==> src/rtl/integrator_mc_pkg.sv <==
// Shared constants and signed-range helpers for the multi-channel integrator.
package integrator_mc_pkg;

    localparam int LEAK_SH_W = 5;

    function automatic longint smax(input int w);
        return (longint'(1) <<< (w - 1)) - 1;
    endfunction

    function automatic longint smin(input int w);
        return -(longint'(1) <<< (w - 1));
    endfunction

endpackage

==> src/rtl/integ_sat_add.sv <==
// Saturating y = a + b - c on W-bit signed operands, with overflow flag.
module integ_sat_add
    import integrator_mc_pkg::*;
#(
    parameter int W = 28
) (
    input  logic signed [W-1:0] a,
    input  logic signed [W-1:0] b,
    input  logic signed [W-1:0] c,
    output logic signed [W-1:0] y,
    output logic                ovf
);

    localparam logic signed [W+1:0] MAX = (W+2)'(smax(W));
    localparam logic signed [W+1:0] MIN = (W+2)'(smin(W));

    logic signed [W+1:0] sum;

    // Two guard bits hold a + b - c exactly before clipping.
    always_comb begin
        sum = $signed({{2{a[W-1]}}, a}) + $signed({{2{b[W-1]}}, b})
            - $signed({{2{c[W-1]}}, c});
        ovf = 1'b0;
        y   = sum[W-1:0];
        if (sum > MAX) begin
            y   = MAX[W-1:0];
            ovf = 1'b1;
        end else if (sum < MIN) begin
            y   = MIN[W-1:0];
            ovf = 1'b1;
        end
    end

endmodule

==> src/rtl/integrator_mc.sv <==
// Multi-channel saturating leaky integrator, one-cycle latency.
// Leak shifter is built only when INTEGRATOR_MC_LEAK_EN is defined.
module integrator_mc
    import integrator_mc_pkg::*;
#(
    parameter int DATA_W = 22,
    parameter int ACC_W  = 28,
    parameter int N_CH   = 4,
    parameter int OUT_SH = 4,
    parameter int CH_W   = (N_CH > 1) ? $clog2(N_CH) : 1
) (
    input  logic                     clk,
    input  logic                     reset,
    input  logic                     in_valid,
    input  logic [CH_W-1:0]          in_ch,
    input  logic signed [DATA_W-1:0] in_data,
    input  logic                     clr,
    input  logic [CH_W-1:0]          clr_ch,
    input  logic [LEAK_SH_W-1:0]     leak_sh,
    output logic                     out_valid,
    output logic [CH_W-1:0]          out_ch,
    output logic signed [DATA_W-1:0] out_data,
    output logic [N_CH-1:0]          sat_flags
);

    localparam logic [CH_W:0]             NCH  = (CH_W+1)'(N_CH);
    localparam logic signed [ACC_W-1:0]   DMAX = ACC_W'(smax(DATA_W));
    localparam logic signed [ACC_W-1:0]   DMIN = ACC_W'(smin(DATA_W));

    logic signed [ACC_W-1:0] acc [N_CH];
    logic [N_CH-1:0]         sat_q;

    logic                    in_ok, clr_ok, same;
    logic signed [ACC_W-1:0] cur, base, sample, leak, nxt, shifted;
    logic signed [DATA_W-1:0] out_next;
    logic                    acc_ovf, out_clip;

    assign in_ok  = in_valid && ({1'b0, in_ch} < NCH);
    assign clr_ok = clr && ({1'b0, clr_ch} < NCH);
    assign same   = in_ok && clr_ok && (clr_ch == in_ch);

    // Mux read keeps out-of-range channel codes from indexing the array.
    always_comb begin
        cur = '0;
        for (int i = 0; i < N_CH; i++)
            if (in_ch == CH_W'(i)) cur = acc[i];
    end

    assign base   = same ? '0 : cur;
    assign sample = {{(ACC_W-DATA_W){in_data[DATA_W-1]}}, in_data};

`ifdef INTEGRATOR_MC_LEAK_EN
    assign leak = (leak_sh != '0) ? (base >>> leak_sh) : '0;
`else
    logic unused_leak_sh;
    assign unused_leak_sh = ^leak_sh;
    assign leak = '0;
`endif

    integ_sat_add #(.W(ACC_W)) u_add (
        .a   (base),
        .b   (sample),
        .c   (leak),
        .y   (nxt),
        .ovf (acc_ovf)
    );

    assign shifted = nxt >>> OUT_SH;

    always_comb begin
        out_clip = 1'b0;
        out_next = shifted[DATA_W-1:0];
        if (shifted > DMAX) begin
            out_next = DMAX[DATA_W-1:0];
            out_clip = 1'b1;
        end else if (shifted < DMIN) begin
            out_next = DMIN[DATA_W-1:0];
            out_clip = 1'b1;
        end
    end

    always_ff @(posedge clk or posedge reset) begin
        if (reset) begin
            for (int i = 0; i < N_CH; i++) acc[i] <= '0;
            sat_q     <= '0;
            out_valid <= 1'b0;
            out_ch    <= '0;
            out_data  <= '0;
        end else begin
            out_valid <= in_ok;
            if (in_ok) begin
                out_ch   <= in_ch;
                out_data <= out_next;
            end
            // A same-channel clear drops the old sticky flag before this sample's clip.
            for (int i = 0; i < N_CH; i++) begin
                if (in_ok && in_ch == CH_W'(i)) begin
                    acc[i]   <= nxt;
                    sat_q[i] <= (sat_q[i] & ~same) | acc_ovf | out_clip;
                end else if (clr_ok && clr_ch == CH_W'(i)) begin
                    acc[i]   <= '0;
                    sat_q[i] <= 1'b0;
                end
            end
        end
    end

    assign sat_flags = sat_q;

endmodule
==> config.mk <==
export PLATFORM = sky130hd
export DESIGN_NAME = integrator_mc
export DESIGN_NICKNAME = d
export VERILOG_FILES = /design/src/rtl/integrator_mc_pkg.sv /design/src/rtl/integ_sat_add.sv /design/src/rtl/integrator_mc.sv
export SDC_FILE = /design/constraint.sdc
export NUM_CORES = 1
export LEC_CHECK = 0
export BUFFER_PORTS_ARGS = -buffer_cell sky130_fd_sc_hd__buf_2
export CAP_MARGIN = 20
export CORE_UTILIZATION = 45
export CTS_CLUSTER_DIAMETER = 40
export CTS_CLUSTER_SIZE = 20
export DETAILED_ROUTE_END_ITERATION = 10
export HOLD_SLACK_MARGIN = 0.03
export MAX_ROUTING_LAYER = met4
export SYNTH_ARGS = -nofsm -noshare
export SYNTH_HDL_FRONTEND = slang
export SYNTH_SLANG_ARGS = --single-unit
==> constraint.sdc <==
create_clock -name clk -period 5.4 [get_ports clk]
set_input_delay 1.08 -clock clk [delete_from_list [all_inputs] [get_ports clk]]
set_output_delay 1.08 -clock clk [all_outputs]
set_load 0.01 [all_outputs]
==> results.sh <==
export IMPL_max_freq_mhz=201
export IMPL_ys_seq_elements=141
export IMPL_cts_resized=0
export IMPL_endpoint_kind="flip-flop"
export IMPL_synth_top_area_cell="dfrtp_1"
export IMPL_design_core_area_mm2=0.0174
export IMPL_cts_sinks=141
export IMPL_synth_edf_count=0
export IMPL_crit_family="compound AO/OA/AOI/OAI gates"
export IMPL_ioPinCount=64
export IMPL_drc=0
export IMPL_vias=6576
export IMPL_combPwrFrac=0.502
export IMPL_critPathRequiredTime_ns=5.76
export IMPL_post_synth_main_area_contributors="dfrtp_1, a22o_1, mux4_2"
export IMPL_seqPwrFrac=0.295
export IMPL_cp_max_fo=14
export IMPL_timing_slew_headroom=0.260
export IMPL_synth_distinct_cells=65
export IMPL_grt_antenna_before_repair=0
export IMPL_ctsHoldBuffers=0
export IMPL_routabilityCongestion=0.914
export IMPL_synth_area_mm2=0.00802
export IMPL_postSynthCellCount=754
export IMPL_start_kind="input pin"
export IMPL_viasPerCell=6.32
export IMPL_synth_fp_nets=818
export IMPL_port_buffers=58
export IMPL_powerDensity_mw_per_mm2=643
export IMPL_fillers=1526
export IMPL_cts_made_buffers=17
export IMPL_global_route_overflow_total=0
export IMPL_p_int_mw=3.51
export IMPL_area_growth_pct=15.0
export IMPL_ir_drop_v=0.000275
export IMPL_dieArea_mm2=0.0184
export IMPL_async_flop_share=1.00
export IMPL_antenna_left=0
export IMPL_initial_core_util=0.462
export IMPL_cts_setup_buffers=0
export IMPL_yosysSeqAreaShare=0.440
export IMPL_yosysMostFrequentCell="dfrtp_1"
export IMPL_first_iter_violations=580
export IMPL_r2r_slack_ns=1.34
export IMPL_cp_buffers_inverters=2
export IMPL_yosys_warnings=0
export IMPL_switching_share=0.408
export IMPL_worstPathArrival_ns=5.33
export IMPL_grt_pass1_vias=6569
export IMPL_worstSkewPairLatency_ns=0.43
export IMPL_clockBufferDepth=2
export IMPL_clockPowerShare=0.203
export IMPL_min_path_cells=2
export IMPL_die_h_um=135
export IMPL_grt_start_max_net_pins=94
export IMPL_grt_total_usage=0.283
export IMPL_htreeDepth=4
export IMPL_fin_skew_ns=0.0100
export IMPL_path_cells="buf_2 -> buf_4 -> mux4_2 -> nor2b_1 -> ha_1 -> and4_1 -> nand3_1 -> a21oi_2 -> nor4b_1 -> o41ai_2 -> xnor2_4 -> nor2_2 -> a21o_1 -> o221a_2"
export IMPL_ys_flop_type="dfrtp_1"
export IMPL_routedWlPerCell_um=22.8
export IMPL_synth_common_cells="dfrtp_1, nand2_1, a22o_1"
export IMPL_row_count=48
export IMPL_maxCapViolations=0
export IMPL_cts_tree="done"
export IMPL_status="completed"
export IMPL_dpl_worst_slack_ns=0.0368
export IMPL_timing_final_ws_setup_ns=0.430
export IMPL_wirelength_mm=23.7
export IMPL_finalSetupViolations=0
export IMPL_grt_pass1_wl_mm=37.2
export IMPL_p_switching_mw=2.42
export IMPL_antenna_cells=0
export IMPL_crit_slowest_cell="o41ai_2"
export IMPL_hold_violations=0
export IMPL_period_needed_ns=4.97
export IMPL_drive_above_1_share=0.206
export IMPL_path_clk_slew_ns=0.06
export IMPL_drt_pass1_iterations=5
export IMPL_crit_cells=14
export IMPL_hpwl_mm=15.7
export IMPL_nets=867
export IMPL_fin_setup_tns_ns=0
export IMPL_tightestPinTransition_ns=1.11
export IMPL_ctsRootBufferMaster="clkbuf_16"
export IMPL_rr_worst_depth=14
export IMPL_finalCritPeriodShare=0.920
export IMPL_syn_avg_cell_area_um2=10.6
export IMPL_worst_path_largest_cell_delay_ns=0.57
export IMPL_die_w_um=135
export IMPL_slew_viol_final=0
export IMPL_rsz0062_at_grt="false"
export IMPL_power_leakage_nw=4.27
export IMPL_hp_class="flip-flop to flip-flop"
export IMPL_critical_path_class="input pin to flip-flop"
export IMPL_synth_top_area_frac=0.440
## layout by cell type, fill, tap and decap left out, drive strengths merged, types with 7 or more instances in the layout
cell / instances
mux4: 27
o21a: 7
inv: 18
buf: 80
clkbuf: 19
a21oi: 33
nor2b: 32
o221a: 10
nor2: 30
nand3: 11
o21ai: 67
maj3: 20
a21o: 19
ha: 28
and2: 7
a22o: 72
dfrtp: 141
nand2: 74
xor2: 13
xnor2: 12
a31oi: 7
## metrics by stage
| stage | util | cell area [µm²] | power (mW) | hold WS, ns | std cells |
|---|---|---|---|---|---|
| 6_report | 0.531 | 9220 | 5.93 | 0.478 | 1041 |
| 5_1_grt | 0.531 | 9220 | 6.30 | 0.499 | 1041 |
| 4_1_cts | 0.531 | 9220 | 5.92 | 0.480 | 1041 |
| 3_5_place_dp | 0.497 | 8620 | 4.70 | 0.466 | 1009 |
| 3_3_place_gp | 0.497 | 8620 | 4.62 | 0.456 | 1009 |
| 2_1_floorplan | - | 8020 | 3.85 | 0.442 | 754 |
## power groups by stage
| stage | Combinational (mW) | Clock (mW) | Sequential, mW |
|---|---|---|---|
| after floorplan | 2.11 | 0 | 1.74 |
| after global placement | 2.89 | 0 | 1.73 |
| after detailed placement | 2.94 | 0 | 1.76 |
| after CTS | 2.96 | 1.22 | 1.75 |
| after global routing | 3.24 | 1.26 | 1.80 |
| final | 2.98 | 1.20 | 1.75 |
## layout make-up
class / instances / area [µm²] / share of cell area
multi-input cells: 547 / 4270 / 0.463
well taps: 225 / 282 / 0.0305
clock buffers: 19 / 433 / 0.0469
clock inverters: 13 / 166 / 0.0180
repair buffers: 80 / 480 / 0.0521
inverters: 16 / 65.1 / 0.00706
flip-flops and latches: 141 / 3530 / 0.383
## flip-flops by register name, summed over array words and instances, names as in the netlist
signal     cells
out_valid      1
sat_flags      4
acc          112
out_data      22
out_ch         2
## worst min-delay path, cell delays in order, from the launching register on
cell	delay, ns
dfrtp_1	0.34
nand2_1	0.04
o21ai_0	0.06
## final timing paths
kind                           from      endpoint
setup / recovery           in_ch[1]  out_data[13]
hold / removal              acc[28]       acc[28]
setup reg to reg            acc[56]  out_data[13]
hold reg to reg             acc[28]       acc[28]
max in group asynchronous     reset       acc[72]
min in group asynchronous     reset       acc[30]
## cell families after synthesis
| kind of cell | Yosys count | share of synthesized area |
|---|---|---|
| compound gates | 252 | 0.228 |
| simple gates | 190 | 0.117 |
| flops | 141 | 0.440 |
| buf+inv | 66 | 0.0326 |
| fa+ha+maj | 49 | 0.0713 |
| mux | 31 | 0.0811 |
| xor+xnor | 25 | 0.0296 |
## layer usage
metal,up-vias,wire (µm),global-route usage
met2,262,11100,0.426
li1,2930,-,-
met3,40,1520,0.0542
met5,-,0,-
met4,0,561,0.0974
met1,3344,10500,0.383
No activity file was read; power rests on OpenSTA's default activity.
